### config.mk
export PLATFORM = sky130hd
export DESIGN_NAME = rx_chan_arbiter
export DESIGN_NICKNAME = d
export VERILOG_FILES = /design/src/rtl/rx_chan_arbiter_pkg.sv /design/src/rtl/rx_chan_arbiter_ovf_counter.sv /design/src/rtl/rx_chan_arbiter.sv
export SDC_FILE = /design/constraint.sdc
export NUM_CORES = 1
export LEC_CHECK = 0
export ABC_AREA = 1
export CAP_MARGIN = 10
export CELL_PAD_IN_SITES_DETAIL_PLACEMENT = 0
export CELL_PAD_IN_SITES_GLOBAL_PLACEMENT = 1
export CORE_AREA = 2 2 101 103
export CTS_CLUSTER_SIZE = 10
export DETAILED_ROUTE_END_ITERATION = 16
export DIE_AREA = 0 0 103 105
export HOLD_SLACK_MARGIN = 0.02
export PLACE_DENSITY = 0.86
export SLEW_MARGIN = 20
export SYNTH_ARGS = -nofsm -noshare
export SYNTH_HDL_FRONTEND = slang
export SYNTH_SLANG_ARGS = --single-unit
### constraint.sdc
create_clock -name i_sys_clk -period 4.6 [get_ports i_sys_clk]
set_clock_uncertainty 0.1 [all_clocks]
set_input_delay 0.92 -clock i_sys_clk [delete_from_list [all_inputs] [get_ports i_sys_clk]]
set_output_delay 0.92 -clock i_sys_clk [all_outputs]
set_load 0.01 [all_outputs]
### src/rtl/rx_chan_arbiter_pkg.sv
// ---------------------------------------------------------------------------
// rx_chan_arbiter_pkg
// Shared definitions for the RX channel arbiter slice:
//   - arb_state_t    : arbiter FSM state encoding
//   - chan_t         : channel identifiers (CH_09 = 0, CH_24 = 1)
//   - WORD_W         : FIFO word width in bits
//   - BYTES_PER_WORD : bytes serialized per FIFO word
//   - other_chan()   : returns the opposite channel
// ---------------------------------------------------------------------------
package rx_chan_arbiter_pkg;

    localparam int WORD_W         = 32;
    localparam int BYTES_PER_WORD = 4;
    localparam int IDX_W          = $clog2(BYTES_PER_WORD);

    typedef enum logic [2:0] {
        ST_IDLE    = 3'd0,
        ST_PULL    = 3'd1,
        ST_CAPTURE = 3'd2,
        ST_SEND    = 3'd3,
        ST_NEXT    = 3'd4
    } arb_state_t;

    typedef enum logic {
        CH_09 = 1'b0,
        CH_24 = 1'b1
    } chan_t;

    function automatic chan_t other_chan(input chan_t ch);
        return (ch == CH_09) ? CH_24 : CH_09;
    endfunction

endpackage

### src/rtl/rx_chan_arbiter_ovf_counter.sv
// ---------------------------------------------------------------------------
// ovf_counter
// Counts rising edges of a FIFO-full flag while the channel is enabled.
// The count saturates at all-ones and is zeroed by a synchronous clear;
// a clear in the same cycle as an edge leaves the count at zero.
// Ports:
//   clk    : system clock (rising edge)
//   rst_n  : asynchronous active-low reset
//   enable : channel enable; edges are ignored while low
//   clear  : synchronous clear of the count
//   full   : FIFO full flag
//   count  : saturating event count
// ---------------------------------------------------------------------------
module ovf_counter
    import rx_chan_arbiter_pkg::*;
#(
    parameter int CNT_W = 8
) (
    input  logic             clk,
    input  logic             rst_n,
    input  logic             enable,
    input  logic             clear,
    input  logic             full,
    output logic [CNT_W-1:0] count
);

    logic full_prev;
    logic full_rise;

    assign full_rise = full & ~full_prev;

    // The previous-value register tracks the flag even while disabled so
    // that re-enabling with full already high does not fake an edge.
    always_ff @(posedge clk or negedge rst_n) begin
        if (!rst_n) begin
            full_prev <= 1'b0;
            count     <= '0;
        end else begin
            full_prev <= full;
            if (clear) begin
                count <= '0;
            end else if (enable && full_rise && (count != '1)) begin
                count <= count + CNT_W'(1);
            end
        end
    end

endmodule

### src/rtl/rx_chan_arbiter.sv
// ---------------------------------------------------------------------------
// rx_chan_arbiter
// Merges the 900 MHz and 2.4 GHz RX sample FIFOs into one byte stream for
// the SMI read path. Each 32-bit word is popped, then sent MS byte first as
// 4 bytes tagged with the source channel. Channels are served round-robin
// with at most BURST_LEN consecutive words while the other one is waiting.
// Ports:
//   i_sys_clk, i_rst_b              : clock, async active-low reset
//   i_enable_09, i_enable_24        : channel enables
//   i_clear_stats                   : synchronous clear of overflow counts
//   i_fifo_<ch>_empty/_full/_data   : FIFO read-port status and data
//   o_fifo_<ch>_pull                : 1-cycle FIFO read strobe
//   o_byte_data/_valid/_chan/_first : byte stream towards the SMI sink
//   i_byte_ready                    : sink handshake
//   o_ovf_09, o_ovf_24              : FIFO-full event counts
//   o_busy                          : FSM not idle
// ---------------------------------------------------------------------------
module rx_chan_arbiter
    import rx_chan_arbiter_pkg::*;
#(
    parameter int BURST_LEN = 4,
    parameter int CNT_W     = 8
) (
    input  logic              i_sys_clk,
    input  logic              i_rst_b,
    input  logic              i_enable_09,
    input  logic              i_enable_24,
    input  logic              i_clear_stats,
    input  logic              i_fifo_09_empty,
    input  logic              i_fifo_09_full,
    input  logic [WORD_W-1:0] i_fifo_09_data,
    output logic              o_fifo_09_pull,
    input  logic              i_fifo_24_empty,
    input  logic              i_fifo_24_full,
    input  logic [WORD_W-1:0] i_fifo_24_data,
    output logic              o_fifo_24_pull,
    output logic [7:0]        o_byte_data,
    output logic              o_byte_valid,
    input  logic              i_byte_ready,
    output logic              o_byte_chan,
    output logic              o_byte_first,
    output logic [CNT_W-1:0]  o_ovf_09,
    output logic [CNT_W-1:0]  o_ovf_24,
    output logic              o_busy
);

    localparam int                BC_W      = $clog2(BURST_LEN + 1);
    localparam logic [BC_W-1:0]   BURST_MAX = BC_W'(BURST_LEN);
    localparam logic [IDX_W-1:0]  LAST_IDX  = IDX_W'(BYTES_PER_WORD - 1);

    arb_state_t        state, state_next;
    chan_t             cur_chan, cur_chan_next;
    chan_t             last_grant, last_grant_next;
    chan_t             other_ch;
    logic [BC_W-1:0]   burst_cnt, burst_cnt_next, burst_inc;
    logic [WORD_W-1:0] word, word_next;
    logic [IDX_W-1:0]  idx, idx_next;
    logic [1:0]        elig;
    logic [WORD_W-1:0] cap_data;

    // elig[0] is channel 09, elig[1] is channel 24, so it indexes by chan_t.
    assign elig     = {i_enable_24 & ~i_fifo_24_empty, i_enable_09 & ~i_fifo_09_empty};
    assign other_ch = other_chan(cur_chan);
    assign cap_data = (cur_chan == CH_09) ? i_fifo_09_data : i_fifo_24_data;

    // Burst count including the word just finished; held at BURST_LEN so a
    // channel streaming alone cannot wrap the counter.
    assign burst_inc = (burst_cnt >= BURST_MAX) ? burst_cnt : burst_cnt + BC_W'(1);

    always_ff @(posedge i_sys_clk or negedge i_rst_b) begin
        if (!i_rst_b) begin
            state      <= ST_IDLE;
            cur_chan   <= CH_09;
            last_grant <= CH_24;
            burst_cnt  <= '0;
            word       <= '0;
            idx        <= '0;
        end else begin
            state      <= state_next;
            cur_chan   <= cur_chan_next;
            last_grant <= last_grant_next;
            burst_cnt  <= burst_cnt_next;
            word       <= word_next;
            idx        <= idx_next;
        end
    end

    always_comb begin
        state_next      = state;
        cur_chan_next   = cur_chan;
        last_grant_next = last_grant;
        burst_cnt_next  = burst_cnt;
        word_next       = word;
        idx_next        = idx;

        case (state)
            ST_IDLE: begin
                burst_cnt_next = '0;
                if (elig[CH_09] && elig[CH_24]) begin
                    cur_chan_next = other_chan(last_grant);
                    state_next    = ST_PULL;
                end else if (elig[CH_09]) begin
                    cur_chan_next = CH_09;
                    state_next    = ST_PULL;
                end else if (elig[CH_24]) begin
                    cur_chan_next = CH_24;
                    state_next    = ST_PULL;
                end
            end

            ST_PULL: begin
                state_next = ST_CAPTURE;
            end

            // FIFO read data is valid the cycle after the pull strobe.
            ST_CAPTURE: begin
                word_next  = cap_data;
                idx_next   = LAST_IDX;
                state_next = ST_SEND;
            end

            ST_SEND: begin
                if (i_byte_ready) begin
                    if (idx == '0) begin
                        state_next = ST_NEXT;
                    end else begin
                        idx_next = idx - IDX_W'(1);
                    end
                end
            end

            // Enables and empty flags are re-sampled here, so a channel
            // disabled mid-word finishes its word but is not pulled again.
            ST_NEXT: begin
                if (elig[cur_chan] && ((burst_inc < BURST_MAX) || !elig[other_ch])) begin
                    burst_cnt_next = burst_inc;
                    state_next     = ST_PULL;
                end else if (elig[other_ch]) begin
                    cur_chan_next   = other_ch;
                    last_grant_next = other_ch;
                    burst_cnt_next  = '0;
                    state_next      = ST_PULL;
                end else begin
                    burst_cnt_next = '0;
                    state_next     = ST_IDLE;
                end
            end

            default: begin
                state_next = ST_IDLE;
            end
        endcase
    end

    // Byte-path outputs are gated by valid so they read zero outside SEND.
    assign o_byte_valid   = (state == ST_SEND);
    assign o_byte_data    = o_byte_valid ? word[{idx, 3'b000} +: 8] : 8'h00;
    assign o_byte_first   = o_byte_valid && (idx == LAST_IDX);
    assign o_byte_chan    = o_byte_valid && (cur_chan == CH_24);
    assign o_fifo_09_pull = (state == ST_PULL) && (cur_chan == CH_09);
    assign o_fifo_24_pull = (state == ST_PULL) && (cur_chan == CH_24);
    assign o_busy         = (state != ST_IDLE);

    ovf_counter #(
        .CNT_W(CNT_W)
    ) u_ovf_09 (
        .clk   (i_sys_clk),
        .rst_n (i_rst_b),
        .enable(i_enable_09),
        .clear (i_clear_stats),
        .full  (i_fifo_09_full),
        .count (o_ovf_09)
    );

    ovf_counter #(
        .CNT_W(CNT_W)
    ) u_ovf_24 (
        .clk   (i_sys_clk),
        .rst_n (i_rst_b),
        .enable(i_enable_24),
        .clear (i_clear_stats),
        .full  (i_fifo_24_full),
        .count (o_ovf_24)
    );

endmodule

; ---- After elaboration in Yosys (flattened, before gate mapping)
; Index checks and enable logic that the tools add are counted.
[totals]
reg_bits = 60
wordCells = 97
[op_classes]
addsub = 4
n_lt_le_gt_ge = 4
eq_ne = 13
shift = 1
mux = 32
bitwise = 10
n_reduce_logical = 23
[op_table]
columns = cell, n
row1 = 8-bit two-way mux, 5
row2 = 32-bit two-way mux, 1
row3 = 32-bit by 6-bit indexed part select with 8-bit output, 1
row4 = 3-bit two-way mux, 7
row5 = 8-bit by 1-bit adder with 8-bit output (second input constant), 2
row6 = 8-bit inequality test (second input constant), 2
row7 = 3-bit case mux with 5 select lines, 1
row8 = 1-bit two-way mux, 13
row9 = 1-bit logical AND, 10
row10 = 3-bit AND reduction, 3
row11 = 2-bit nonzero test, 4
row12 = 3-bit by 2-bit equality test with 1-bit output (second input constant), 2
row13 = 2-bit inequality test (second input constant), 3
row14 = 1-bit inverter, 6
row15 = 3-bit case mux with 2 select lines, 1
row16 = 1-bit bitwise AND, 4
row17 = 1-bit by 2-bit less-than comparator with 1-bit output (second input constant), 2
row18 = 2-bit two-way mux, 2
row19 = 2-bit by 1-bit inequality test with 1-bit output (second input constant), 2
row20 = 4-bit inequality test (second input constant), 1
row21 = 2-bit case mux with 2 select lines, 1
row22 = 4-bit AND reduction, 1
row23 = 3-bit by 1-bit adder with 3-bit output (second input constant), 1
row24 = 3-bit by 1-bit equality test with 1-bit output (second input constant), 1
row25 = 11 further kinds, 11

; ---- Depth between registers and ports, before layout
[logic_depth]
ltp_word = 9
depth_mapped = 8

; ---- By module
; Synthesis repeated with hierarchy kept, for this count alone.
[hier_totals]
hier_cells = 475
hier_area_um2 = 3464.6
[by_module_without_submodules]
columns = mod, n_inst, cells_each, area_each_um2, seq_area_each_um2
row1 = rx_chan_arbiter, 1, 335, 2383.5, 1052.3
row2 = ovf_counter, 2, 70, 540.5, 225.2

; ---- Worst setup path before layout
; Ideal clock, no wire load.
[synth_timing]
path_type = reg2out
from = reg idx[0]
to = out o_byte_data[0]
arrival_ns = 1.135
required_ns = 3.580
path_slack_ns = 2.445
path_stages_with_launch = 6
n_path_buf = 2
path_cell_list = dfrtp_1 buf_2 inv_1 buf_2 o21ai_0 a21oi_1
[synth_via]
elab_chain_len = 2
[synth_rtl]
columns = item, line
row1 = from (decl), rx_chan_arbiter.sv:57  ; logic [IDX_W-1:0] idx, idx_next;
row2 = from (signal assigned), rx_chan_arbiter.sv:84  ; idx <= idx_next;
row3 = 32-bit by 6-bit indexed part select with 8-bit output, rx_chan_arbiter.sv:157  ; assign o_byte_data = o_byte_valid ? word[{idx, 3'b000} +: 8] : 8'h00;
row4 = 8-bit two-way mux, rx_chan_arbiter.sv:157
row5 = to (decl), rx_chan_arbiter.sv:37  ; output logic [7:0] o_byte_data,
; Every way passes these cells.

; ---- Worst setup path in the final report
[layout_timing]
from = reg idx[0]
to = out o_byte_data[7]
; Same word-level chain as after synthesis.

==> results by group <==
Critical path
  – Worst-path fanout max: 19
  – CP max-delay cell: clkdlybuf4s50_1
  – Crit-path max cell delay: 0.58 ns
  – CP arrival: 2.29 ns
  – CP Capture Type: output port
  – Buf+Inv Stages, Crit Path: 2
  – Cells along the critical path: inv_1 > o21ai_0 > a21oi_1 > clkdlybuf4s50_1
  – Crit path kind: reg2out
  – Startpoint Class: flop
  – Delay-heaviest family, CP: buffers and inverters
  – Req. time, crit path: 3.58 ns

Routing
  – Remaining DRCs: 0
  – DRT Wirelength: 9200 µm
  – Detail Route Antenna Nets: 0
  – Detailed-route via count: approximately 3400
  – WL/cell: between 10 and 15 µm
  – Drt pass-1 iters: 4
  – Drt initial violations: 108
  – Avg Vias per Cell: 4.81

Floorplan
  – Starting Density: 35.7%
  – Die area: around 11000 µm²
  – Die X: between 100 and 150 µm
  – Core Area: 9640 µm²
  – # IOs: between 100 and 150
  – Die Ht: between 100 and 150 µm
  – FP Rows: 36

Clock network
  – Hold-fix buffers, CTS: 0
  – CTS max path bufs: 2
  – H-tree depth: 3
  – Post_cts resized: 0
  – Clock Tree Root: clkbuf_8
  – Clk_lat worst skew: roughly 0.34 ns
  – Clock Pin Slew Worst Setup and Hold Paths: 0.06 ns
  – CTS tree: built
  – CTS Buf Count: 9
  – Clock sinks: 60
  – Post-CTS Repair Setup Buffers: 0

STA
  – Final Hold Vio Count: 0
  – Minimum clock period: roughly 3.3 ns
  – Setup violators final: 0
  – Worst slew pin tran: around 0.62 ns
  – Setup tns final: 0 ns
  – Fmax: a little over 300 MHz
  – Fin. max-slew vios: 0
  – Final WS setup: 1.29 ns
  – Slew headroom: between 50% and 60%
  – Final period utilization: a little under three quarters
  – RSZ-0062 raised after global routing: no

Logic synthesis
  – Primary FF master, synth: dfrtp_1
  – Number of synthesized flops with an enable pin: 0
  – Syn_area_per_cell: ~7.4 µm²
  – Synth cell count leaders: nand2_1 (134), nor2_1 (87), dfrtp_1 (59)
  – Syn Inst Count: about 460
  – Top cell type's share of synthesized area: ~43%
  – Fraction of registers with async set/reset: between 90% and 100%
  – FF+latch count, synth: 60
  – Cell with the most instances after synthesis: nand2_1
  – Syn. warnings: 0
  – Post-synth net total: roughly 540
  – Sequential share of the synthesized area: between 40% and 50%
  – Area leader, netlist: dfrtp_1
  – Distinct cells, synth: 32
  – Synth top area cells: dfrtp_1 (43%), nand2_1 (15%), nor2_1 (9.5%)
  – Syn Std Cell Area: approximately 3400 µm²

Cells and area
  – Layout cells sized above 1: between 6 and 7%
  – Filler cell count: roughly 970
  – Diode count: 0
  – Layout Area Growth over Synthesis: 38.2%
  – Fin cells: 698
  – Nets@finish: 640
  – Design Area, Final: between 4000 and 5000 µm²

Global route
  – Initial antenna violation count: 0
  – Pin count of the biggest net entering global routing: 65
  – Gr usage total: ~18%
  – Vias in the first global route: between 3000 and 4000
  – First-pass GRT wire length: ~15000 µm
  – GR Overflow Total: 0

Pwr
  – Power density of the placed cells: 491 nW/µm²
  – Lkg Pwr: 2.13 nW
  – Maximum vdd drop: 0.000229 V
  – Design Power: about 2.3 mW

Flow run
  – Max-cap violations: 0

Hold path
  – HP Class: reg2reg

Placed design
  – DP Wirelength: around 6800 µm
  – Port bufs: 103
  – Dpl ws: roughly 1.7 ns
  – GP Congestion: 0.915
  – Placed cells: 682
  – Cell Area, Placed: 4540 µm²

Run status
  – Status: finished clean
sequential cells by signal, summed over array words and instances (netlist names):
signal and cells:
word 32, u_ovf_09.count 8, u_ovf_24.count 8, burst_cnt 3, state 3, idx 2, cur_chan 1, last_grant 1
u_ovf_09.full_prev 1, u_ovf_24.full_prev 1
routing by layer:
layer  GRT usage (%)  vias up  part of all wire [%]  wire length [µm]
met2            28.2      113                    47              4320
met5               0        -                     0                 0
met4            6.58        0                   2.1               193
li1                -     1710                     -                 -
met1            23.3     1517                    45              4110
met3            4.68       16                   6.3               581
final cells by class:
type / instances / area, µm² / area share (%)
Multi-Input combinational cell: 352 / 1710 / 36.0
Sequential cell: 60 / 1500 / 31.6
Timing Repair Buffer: 105 / 1040 / 22.0
Tap cell: 133 / 166 / 3.50
Clock buffer: 11 / 141 / 2.98
Inverter: 32 / 123 / 2.58
Clock inverter: 5 / 61.3 / 1.29
stage by stage:
| stage | hold WS, ns | util [%] |
|---|---|---|
| floorplan | 0.366 | - |
| global placement | 0.379 | 47.1 |
| detailed placement | 0.401 | 47.1 |
| CTS | 0.412 | 49.2 |
| global route | 0.461 | 49.3 |
| finish | 0.400 | 49.3 |
worst paths after layout:
| check | start | endpoint | slack (ns) | depth (start not counted) |
|---|---|---|---|---|
| max | idx[0] | o_byte_data[7] | 1.29 | 4 |
| min | last_grant | last_grant | 0.40 | 2 |
| max reg2reg | idx[0] | idx[1] | 2.56 | 5 |
| min reg2reg | last_grant | last_grant | 0.40 | 2 |
| max in group asynchronous | i_rst_b | state[1] | 3.26 | 2 |
| min in group asynchronous | i_rst_b | u_ovf_09.count[6] | 0.47 | 1 |
cell usage in the layout, fill, tap and decap left out, drive strengths merged, types with 2 or more instances in the layout:
master         Yosys  final
a21oi             13     13
nand2            138    138
xor2               2      2
nand4             10     10
nand3b             6      6
clkinvlp           0      3
nor3               4      4
dfrtp             59     59
nand3             21     21
buf               13      3
inv               32     32
ha                 6      6
o21ai             22     22
o211ai             2      2
a21boi             2      2
nor2              91     91
a31oi             32     32
clkdlybuf4s50      0    102
clkbuf             6     11
xnor2              2      2
cells by family after synthesis:
group / after synthesis / synth area share (%)
and+or+nand+nor: 270 / 33.8
AOI/OAI and AO/OA: 72 / 12.8
DFF: 60 / 43.7
buffers and inverters: 51 / 6.48
adders and majority gates: 6 / 2.18
xor gates and xnor gates: 4 / 1.02
worst min-delay path, stage by stage, from the launching register on:
cell	delay (ns)
dfstp_2	0.37
nand2_1	0.05
o21ai_0	0.08
report_power, final:
group	switching, mW	internal (mW)	total [mW]
logic	0.573	0.405	0.978
clock network	0.223	0.266	0.489
registers	0.159	0.707	0.865
total	0.955	1.38	2.33
No activity file was read; power rests on OpenSTA's default activity.
